[config.mk]
export PLATFORM = sky130hd
export DESIGN_NAME = rx_ip_analy
export DESIGN_NICKNAME = d
export VERILOG_FILES = /design/src/rtl/rx_ip_pkg.sv /design/src/rtl/ip_hdr_csum.sv /design/src/rtl/rx_ip_analy.sv
export SDC_FILE = /design/constraint.sdc
export NUM_CORES = 1
export LEC_CHECK = 0
export BUFFER_PORTS_ARGS = -buffer_cell sky130_fd_sc_hd__buf_2
export CORE_MARGIN = 2
export CORE_UTILIZATION = 36
export DETAILED_ROUTE_END_ITERATION = 16
export SLEW_MARGIN = 20
export SYNTH_ARGS = -nofsm -noshare
export SYNTH_HDL_FRONTEND = slang
export SYNTH_SLANG_ARGS = --single-unit
[constraint.sdc]
create_clock -name clk -period 6.3 [get_ports clk]
set_input_delay 1.89 -clock clk [delete_from_list [all_inputs] [get_ports clk]]
set_output_delay 1.89 -clock clk [all_outputs]
set_load 0.02 [all_outputs]
[src/rtl/rx_ip_pkg.sv]
// Shared constants and helpers for the receive-side IPv4 header analyser.
package rx_ip_pkg;

  localparam int DATA_W = 32;

  localparam logic [3:0] IP_VERSION   = 4'd4;
  localparam logic [3:0] IP_IHL       = 4'd5;
  localparam logic [3:0] IP_HDR_WORDS = 4'd5;
  localparam logic [7:0] IP_PROTO_UDP = 8'h11;
  localparam logic [15:0] CSUM_OK     = 16'hFFFF;

  // Word index (counted from the sop word = 0) carrying each header field
  localparam logic [3:0] WIDX_VER_LEN = 4'd0;
  localparam logic [3:0] WIDX_PROTO   = 4'd2;
  localparam logic [3:0] WIDX_SRC_IP  = 4'd3;
  localparam logic [3:0] WIDX_DST_IP  = 4'd4;
  localparam logic [3:0] WIDX_MAX     = 4'd15;

  // One's-complement 16-bit add with end-around carry; never overflows again
  function automatic logic [15:0] csum_add(input logic [15:0] a, input logic [15:0] b);
    logic [16:0] s;
    s = {1'b0, a} + {1'b0, b};
    return s[15:0] + {15'd0, s[16]};
  endfunction

endpackage

[src/rtl/ip_hdr_csum.sv]
// One's-complement accumulator over the IPv4 header halfwords.
// clr_i restarts the sum with the current word; sum_o/ok_o describe the
// sum including the word presented this cycle.
module ip_hdr_csum
  import rx_ip_pkg::*;
(
  input  logic        clk,
  input  logic        rst_n,
  input  logic        clr_i,
  input  logic        add_i,
  input  logic [15:0] hi_i,
  input  logic [15:0] lo_i,
  output logic [15:0] sum_o,
  output logic        ok_o
);

  logic [15:0] acc_q;
  logic [15:0] acc_d;
  logic [15:0] base_s;

  // Next accumulator value: restart on sop, otherwise add both halfwords
  always_comb begin
    base_s = acc_q;
    acc_d  = acc_q;
    if (clr_i) begin
      base_s = 16'd0;
    end else begin
      base_s = acc_q;
    end
    if (add_i) begin
      acc_d = csum_add(csum_add(base_s, hi_i), lo_i);
    end else if (clr_i) begin
      acc_d = 16'd0;
    end else begin
      acc_d = acc_q;
    end
  end

  // Accumulator register
  always_ff @(posedge clk or negedge rst_n) begin
    if (!rst_n) begin
      acc_q <= 16'd0;
    end else begin
      acc_q <= acc_d;
    end
  end

  assign sum_o = acc_d;
  assign ok_o  = (acc_d == CSUM_OK);

endmodule

[src/rtl/rx_ip_analy.sv]
// Receive-side IPv4 header analyser: strips the 5-word header, forwards the
// payload one cycle later and raises registered per-packet error flags.
// Build option: define RX_IP_PROTO_CHK_EN to also flag protocol != UDP in
// flag_type_err (evaluated on word 2 and OR-ed with the word-0 result).
module rx_ip_analy
  import rx_ip_pkg::*;
(
  input  logic              clk,
  input  logic              rst_n,
  input  logic [DATA_W-1:0] cfg_ip_local,
  input  logic [DATA_W-1:0] cfg_ip_pc,
  input  logic [DATA_W-1:0] din,
  input  logic              din_vld,
  input  logic              din_sop,
  input  logic              din_eop,
  input  logic [1:0]        din_mty,
  output logic [DATA_W-1:0] dout,
  output logic              dout_vld,
  output logic              dout_sop,
  output logic              dout_eop,
  output logic [1:0]        dout_mty,
  output logic              flag_type_err,
  output logic              flag_len_err,
  output logic              flag_sum_err,
  output logic              flag_ip_local_err,
  output logic              flag_ip_pc_err
);

  logic [3:0]  cnt_q, cnt_d;
  logic [3:0]  idx_s;
  logic [15:0] tot_len_q, tot_len_d;
  logic [15:0] tot_len_s;
  logic [15:0] bytes_s;
  logic        fwd_s;
  logic        csum_clr_s;
  logic        csum_add_s;
  logic [15:0] csum_sum_s;
  logic        csum_ok_s;

  logic [DATA_W-1:0] dout_q, dout_d;
  logic              dout_vld_q, dout_vld_d;
  logic              dout_sop_q, dout_sop_d;
  logic              dout_eop_q, dout_eop_d;
  logic [1:0]        dout_mty_q, dout_mty_d;
  logic              type_err_q, type_err_d;
  logic              len_err_q, len_err_d;
  logic              sum_err_q, sum_err_d;
  logic              local_err_q, local_err_d;
  logic              pc_err_q, pc_err_d;

  // Index of the current word: the sop word is always index 0
  always_comb begin
    if (din_vld && din_sop) begin
      idx_s = 4'd0;
    end else begin
      idx_s = cnt_q;
    end
  end

  // Word counter: points at the index of the next word, saturating at 15
  always_comb begin
    cnt_d = cnt_q;
    if (din_vld) begin
      if (din_sop) begin
        cnt_d = 4'd1;
      end else if (cnt_q == WIDX_MAX) begin
        cnt_d = WIDX_MAX;
      end else begin
        cnt_d = cnt_q + 4'd1;
      end
    end else begin
      cnt_d = cnt_q;
    end
  end

  assign fwd_s      = din_vld && (idx_s >= IP_HDR_WORDS);
  assign csum_clr_s = din_vld && din_sop;
  assign csum_add_s = din_vld && (idx_s < IP_HDR_WORDS);

  ip_hdr_csum u_csum (
    .clk   (clk),
    .rst_n (rst_n),
    .clr_i (csum_clr_s),
    .add_i (csum_add_s),
    .hi_i  (din[31:16]),
    .lo_i  (din[15:0]),
    .sum_o (csum_sum_s),
    .ok_o  (csum_ok_s)
  );

  // Total length comes from the current word when the packet is one word long
  always_comb begin
    tot_len_d = tot_len_q;
    if (din_vld && (idx_s == WIDX_VER_LEN)) begin
      tot_len_s = din[15:0];
      tot_len_d = din[15:0];
    end else begin
      tot_len_s = tot_len_q;
      tot_len_d = tot_len_q;
    end
    bytes_s = (({12'd0, idx_s} + 16'd1) << 2) - {14'd0, din_mty};
  end

  // Payload path: forward words at index >= 5, hold data across gaps
  always_comb begin
    dout_d     = dout_q;
    dout_vld_d = 1'b0;
    dout_sop_d = 1'b0;
    dout_eop_d = 1'b0;
    dout_mty_d = 2'd0;
    if (fwd_s) begin
      dout_d     = din;
      dout_vld_d = 1'b1;
      dout_sop_d = (idx_s == IP_HDR_WORDS);
      dout_eop_d = din_eop;
      if (din_eop) begin
        dout_mty_d = din_mty;
      end else begin
        dout_mty_d = 2'd0;
      end
    end else begin
      dout_d = dout_q;
    end
  end

  // Flags: each one changes only on the word that decides it
  always_comb begin
    type_err_d  = type_err_q;
    len_err_d   = len_err_q;
    sum_err_d   = sum_err_q;
    local_err_d = local_err_q;
    pc_err_d    = pc_err_q;
    if (din_vld) begin
      case (idx_s)
        WIDX_VER_LEN: type_err_d = (din[31:28] != IP_VERSION) || (din[27:24] != IP_IHL);
`ifdef RX_IP_PROTO_CHK_EN
        WIDX_PROTO:   type_err_d = type_err_q || (din[23:16] != IP_PROTO_UDP);
`endif
        WIDX_SRC_IP:  pc_err_d = (din != cfg_ip_pc);
        WIDX_DST_IP: begin
          local_err_d = (din != cfg_ip_local);
          sum_err_d   = !csum_ok_s;
        end
        default:      type_err_d = type_err_q;
      endcase
      if (din_eop) begin
        len_err_d = (bytes_s != tot_len_s);
      end else begin
        len_err_d = len_err_q;
      end
    end else begin
      len_err_d = len_err_q;
    end
  end

  // State and registered outputs
  always_ff @(posedge clk or negedge rst_n) begin
    if (!rst_n) begin
      cnt_q       <= 4'd0;
      tot_len_q   <= 16'd0;
      dout_q      <= '0;
      dout_vld_q  <= 1'b0;
      dout_sop_q  <= 1'b0;
      dout_eop_q  <= 1'b0;
      dout_mty_q  <= 2'd0;
      type_err_q  <= 1'b0;
      len_err_q   <= 1'b0;
      sum_err_q   <= 1'b0;
      local_err_q <= 1'b0;
      pc_err_q    <= 1'b0;
    end else begin
      cnt_q       <= cnt_d;
      tot_len_q   <= tot_len_d;
      dout_q      <= dout_d;
      dout_vld_q  <= dout_vld_d;
      dout_sop_q  <= dout_sop_d;
      dout_eop_q  <= dout_eop_d;
      dout_mty_q  <= dout_mty_d;
      type_err_q  <= type_err_d;
      len_err_q   <= len_err_d;
      sum_err_q   <= sum_err_d;
      local_err_q <= local_err_d;
      pc_err_q    <= pc_err_d;
    end
  end

  assign dout              = dout_q;
  assign dout_vld          = dout_vld_q;
  assign dout_sop          = dout_sop_q;
  assign dout_eop          = dout_eop_q;
  assign dout_mty          = dout_mty_q;
  assign flag_type_err     = type_err_q;
  assign flag_len_err      = len_err_q;
  assign flag_sum_err      = sum_err_q;
  assign flag_ip_local_err = local_err_q;
  assign flag_ip_pc_err    = pc_err_q;

endmodule

# Word-level counts from Yosys, hierarchy flattened
# Cells that the tools add are included.
# op_classes
order_cmp	2
muxes	11
n_addsub	7
bitwise_logic	0
eq_ne	10
n_div	0
shifts	0
n_reduce_logical	11
mul	0
# op_table
op	count
32-bit != test	2
16-bit two-way mux	3
16-bit by 16-bit adder with 17-bit output	2
16-bit by 1-bit adder with 16-bit output	2
16-bit == test (second input constant)	1
16-bit != test	1
4-bit two-way mux	3
4-bit by 3-bit == test with 1-bit output (second input constant)	2
4-bit by 3-bit != test with 1-bit output (second input constant)	2
2-bit AND reduction	4
7-bit by 2-bit subtractor with 8-bit output	1
4-bit by 1-bit adder with 5-bit output (second input constant)	1
4-bit by 1-bit adder with 4-bit output (second input constant)	1
4-bit by 2-bit == test with 1-bit output (second input constant)	1
4-bit == test (second input constant)	1
4-bit by 3-bit greater-or-equal comparator with 1-bit output (second input constant)	1
1-bit logical AND	4
4-bit logical NOT	1
4-bit by 3-bit less-than comparator with 1-bit output (second input constant)	1
2-bit two-way mux	2
1-bit two-way mux	3
1-bit logical NOT	1
1-bit logical OR	1
# totals
reg_bits	78
mem_bits_rw	0
latch_bits	0
out_inout_bits	42
mem_bits_ro	0
elab_cells	54
mem_count	0
input_bits	103

# Longest topological paths before layout
# depth
ltp_word	9
mapped_depth	41
ltp_nobuf	39

# Hierarchy
# Synthesis repeated with hierarchy kept, for this count alone.
# unflattened
cells_unflattened	669
area_unflattened_um2	6515.0
# by_module_without_submodules
mod	cells_each	n_inst	area_per_inst_um2	seq_area_each_um2
rx_ip_analy	305	1	3606.0	1551.5
ip_hdr_csum	364	1	2909.0	400.4

# Least setup slack after synthesis
# No wires, ideal clock.
# synth_timing
kind	input to register
start	input port din_vld
end	register sum_err_q (netlist: flag_sum_err)
arrival_time_ns	8.384
cell_stages	37
slack_ns	-2.212
required_ns	6.172
setup_time_ns	0.128
path_cell_list	buf_2 nand2_1 clkbuf_1 and2_1 ha_1 fa_1 maj3_2 and2_1 o31ai_2 o2111ai_1 and3_1 o31ai_1 a21oi_1 o21ai_0 nand2b_1 ha_1 nand2_1 nor3_2 xor2_1 ha_1 a21o_1 a221oi_1 o21ai_0 nand3_1 a211o_1 o21bai_1 a21o_1 ha_1 ha_1 nand2_1 nor4_2 xnor2_1 o21ai_0 nand4b_1 and4b_1 o2111a_1 a31oi_1
# synth_between
elab_chain_cells	9
word_cells_on_any_way	14
classes_between	4 x add/sub; 1 x order compare; 2 x eq/ne; 3 x mux; 4 x reduce/logical
# synth_lines
item	line	source
start, declared	rx_ip_analy.sv:13	input logic din_vld,
1-bit logical AND	rx_ip_analy.sv:53, rx_ip_analy.sv:77	
16-bit two-way mux	ip_hdr_csum.sv:25, ip_hdr_csum.sv:32	
16-bit by 16-bit adder with 17-bit output	rx_ip_pkg.sv:22	s = {1'b0, a} + {1'b0, b};
16-bit by 1-bit adder with 16-bit output	rx_ip_pkg.sv:23	return s[15:0] + {15'd0, s[16]};
16-bit by 16-bit adder with 17-bit output	rx_ip_pkg.sv:22	
16-bit by 1-bit adder with 16-bit output	rx_ip_pkg.sv:23	
16-bit two-way mux (*)	ip_hdr_csum.sv:30	if (add_i) begin
named net csum_sum_s[6]	rx_ip_analy.sv:37	logic [15:0] csum_sum_s;
16-bit == test (*)	ip_hdr_csum.sv:49	assign ok_o = (acc_d == CSUM_OK);
1-bit logical NOT (*)	rx_ip_analy.sv:142	sum_err_d = !csum_ok_s;
end signal, assigned	rx_ip_analy.sv:181	sum_err_q <= sum_err_d;
end, declared	rx_ip_analy.sv:47	logic sum_err_q, sum_err_d;
# Mark *: on every way through the listed nets, which the timed path passes. The rest lies on a longest branch.
# A chain may end at the register's enable or synchronous reset.

# Worst setup path after layout
# layout_timing
start	input port din_sop
end	register sum_err_q (netlist: flag_sum_err)
# layout_between
elab_chain_cells	9
word_cells_on_any_way	14
classes_between	4 x add/sub; 1 x order compare; 2 x eq/ne; 3 x mux; 4 x reduce/logical
# layout_lines
item	line	source
start, declared	rx_ip_analy.sv:14	input logic din_sop,
1-bit logical AND (*)	rx_ip_analy.sv:53, rx_ip_analy.sv:77	
16-bit two-way mux	ip_hdr_csum.sv:25, ip_hdr_csum.sv:32	
16-bit by 16-bit adder with 17-bit output	rx_ip_pkg.sv:22	
16-bit by 1-bit adder with 16-bit output	rx_ip_pkg.sv:23	
16-bit by 16-bit adder with 17-bit output	rx_ip_pkg.sv:22	
16-bit by 1-bit adder with 16-bit output	rx_ip_pkg.sv:23	
16-bit two-way mux (*)	ip_hdr_csum.sv:30	
named net csum_sum_s[11]	rx_ip_analy.sv:37	
16-bit == test (*)	ip_hdr_csum.sv:49	
1-bit logical NOT (*)	rx_ip_analy.sv:142	
# Marks and branches as above.

==> results.md <==
• detailed router's first-iteration violation count: 287
• M3 GR Usage: 3.31%
• core footprint: 17800 sq um
• number of synthesized register bits: 78
• Max Fclk: 129 MHz
• most used standard cells in the synthesized netlist: xor2_1, dfrtp_1, nand2_1
• smallest setup slack after layout: -1460 ps
• total global routing track utilization: 24.0%
• dominant cell type by area after synthesis: dfrtp_1
• vias in the first global route: 6602
• worst slack after detailed placement: -1880 ps
• number of cells after detailed placement: 1204
• H-tree level count: 3
• I/O Buffers: 144
• final layout net count: 1153
• Critical-path top delay cell: ha_1
• io pins: 145
• layer with the highest usage after global routing: met2
• met1 track demand over resource in global routing: 31.2%
• overall via count from detail_route: 6427
• status: finished, violations left
• number of enable flip-flop cells after synthesis: 0
• Max transition margin: 45.4%
• CP max FO: 4
• growth of design area from synthesis to finish: 45.6%
• minimum period implied by the final worst setup slack: 7760 ps
• transition time at the pin with the least slew margin: 818 ps
• Hold/Removal Path Class: reg -> reg
• GR Overflow Total: 0
• CTS tree: yes
• critical path start-end classification: in -> reg
• clock latency on the worst-skew pair: 330 ps
• Async SR Flop Fraction: 100%
• number of hold-slack violations in the final timing report: 0
• fraction of the cycle the final worst path needs: 123%
• unrepaired setup endpoints after global routing: true
• number of buffers added by the clock tree synthesis step: 9
• number of antenna violations at the first check in global routing: 0
• Peak supply drop: 0.208 mV
• most area-consuming cells after synthesis: dfrtp_1, xor2_1, ha_1
• full die area: 19200 sq um
• width of the chip: 139 microns
• Main synth FF type: dfrtp_1
• most used cell along the critical path: and3_4
• number of pins with negative max-slew slack in the final report: 0
• leakage power: 4.55 nW
• overall routed net length: 23.1 mm
• count of endpoints failing setup in the final report: 17
• DP HPWL: 18.6 mm
• number of cells produced by synthesis: 698
• setup clock skew after layout: 7.64 ps
• maximum buffer depth of the clock tree: 2
• R2R Setup Slk: -140 ps
• effective utilization at floorplan: 36.6%
• endpoint required time on the critical path: 6500 ps
• Worst setup EP type: flop
• per-instance average area after synthesis: 9.34 sq um
• power density over cell area: 564 nW/um^2
• post-route worst hold slack: 486 ps
• pin count of the biggest net entering global routing: 79
• Wirelength per Cell: 18.5 microns
• clock slew seen by the registers of the worst setup and hold paths: 60 ps
• delay contributed by the slowest stage of the critical path: 330 ps
• Avg Vias per Cell: 5.16
• number of max-cap violations: 0
• failing checks: setup timing
• FP Rows: 49
• Die Ht: 139 microns
• fraction of final layout cells with drive strength greater than 1: 44.6%
• clock root buffer master: clkbuf_16
• synthesized cell area: 6520 sq um
• Yosys top cell area share: 29.9%
• most repeated cell in the gate-level netlist after synthesis: xor2_1
• distinct cell type count after synthesis: 78
• met2 global-route usage: 40.2%
• Syn Nets: 841
• arrival time of data at the critical path endpoint: 7970 ps
• number of clock sinks seen by CTS: 78
• Post-route DRC: 0
• first-pass GRT wire length: 35.9 mm
• Yosys warning count: 0
• number of nets with antenna violations after routing: 0
• proportion of synthesized chip area in sequential cells: 29.9%
• post-route non-filler standard cell count: 1245
• critical path launch point type: primary input
• Detailed Routing Iterations Pass 1: 5
• GPL Wtd Cong: 0.923
repair_timing:
item / in CTS / in global routing
buffers inserted: 19 / 6
endpoints found under the hold margin: 0 / 0
endpoints found under the setup margin: 17 / 17
pin swaps: 37 / 19
hold buffers: 0 / 0
gates resized for setup: 36 / 15
cell type report:
class | count | area [sq um]
fill | 1633 | 8350
multi-input combinational | 572 | 4740
timing repair buffer | 324 | 2130
sequential | 78 | 1950
tap | 229 | 287
clock buffer | 11 | 233
inverter | 25 | 93.8
clock inverter | 5 | 60.1
antenna | 1 | 2.50
critical path: cells and delay by family:
kind / cells / cell delay (ps)
AO/OA/AOI/OAI: 11 / 1720
XOR/XNOR: 2 / 310
adder cells (fa/ha/maj): 6 / 1260
buffers and inverters: 1 / 100
AND/OR/NAND/NOR: 17 / 2700
cells in the final DEF, fill, tap and decap left out, types with 5 or more instances in the layout:
cell	netlist	routed
nor3_1	10	8
ha_1	38	32
mux2i_1	13	12
xnor2_1	40	38
nand2b_1	7	7
nand2_1	55	44
o211ai_1	7	7
xor2_2	2	5
a21o_1	11	11
and2_1	17	15
a21oi_1	31	30
buf_2	5	141
xor2_1	88	85
mux2_2	39	39
buf_6	2	6
o21ai_0	28	15
o21ai_1	4	13
nand3_1	14	11
dfrtp_1	78	78
and3_4	0	5
nor4_1	23	22
and3_1	10	5
clkbuf_16	0	9
inv_1	25	25
buf_4	0	175
nand2_4	0	5
a31oi_1	7	7
o21a_1	6	6
nand4_1	11	11
nor2_1	36	34
nand2_2	0	6
sequential cells by signal, summed over array words and instances, names as in the netlist, 2 cells and up:
signal	flops
u_csum.acc_q	16
dout_mty	2
tot_len_q	16
dout	32
cnt_q	4
metal layers:
| metal | share of wire [%] | vias up |
|---|---|---|
| li1 | - | 3119 |
| met1 | 43 | 3078 |
| met2 | 48 | 179 |
| met3 | 4.8 | 51 |
| met4 | 3.9 | 0 |
| met5 | 0 | - |
kinds of logic (layout without fill, tap and decap cells):
group,count (synthesis),count (layout),synth area share [%]
buf+inv,48,365,3.09
flops,78,78,29.9
xor+xnor,130,130,17.7
simple gates,211,211,17.6
fa+ha+maj,43,43,8.40
mux,52,52,8.73
other cells,0,1,0
compound gates,136,136,14.6
power by group:
group / total, W / leakage [nW] / internal, W / switching (W)
Sequential: 0.000832 / 0.945 / 0.000720 / 0.000113
Combinational: 0.00401 / 3.46 / 0.00199 / 0.00202
Clock: 0.000518 / 0.140 / 0.000308 / 0.000210
metrics by stage:
stage | power [W] | TNS, ps | cell area (sq um) | util (%)
2_1_floorplan | 0.00290 | -18520 | 6710 | -
3_3_place_gp | 0.00448 | -20910 | 8770 | 49.2
3_5_place_dp | 0.00450 | -23380 | 8770 | 49.2
4_1_cts | 0.00523 | -15000 | 9340 | 52.4
5_1_grt | 0.00573 | -21940 | 9490 | 53.2
6_report | 0.00536 | -16260 | 9500 | 53.2
path summary, 6_finish.rpt:
kind                                            from                        end  cells after the start
max reg2reg                u_csum.acc_q[0]$_DFF_PN0_   flag_sum_err$_DFFE_PN0P_                     34
max in group asynchronous                      rst_n    tot_len_q[11]$_DFF_PN0_                      2
max                                          din_sop   flag_sum_err$_DFFE_PN0P_                     37
min reg2reg                flag_type_err$_DFFE_PN0P_  flag_type_err$_DFFE_PN0P_                      1
min                        flag_type_err$_DFFE_PN0P_  flag_type_err$_DFFE_PN0P_                      1
min in group asynchronous                      rst_n       cnt_q[0]$_DFFE_PN0P_                      1
Note: power is estimated with default switching activity, not from simulation.
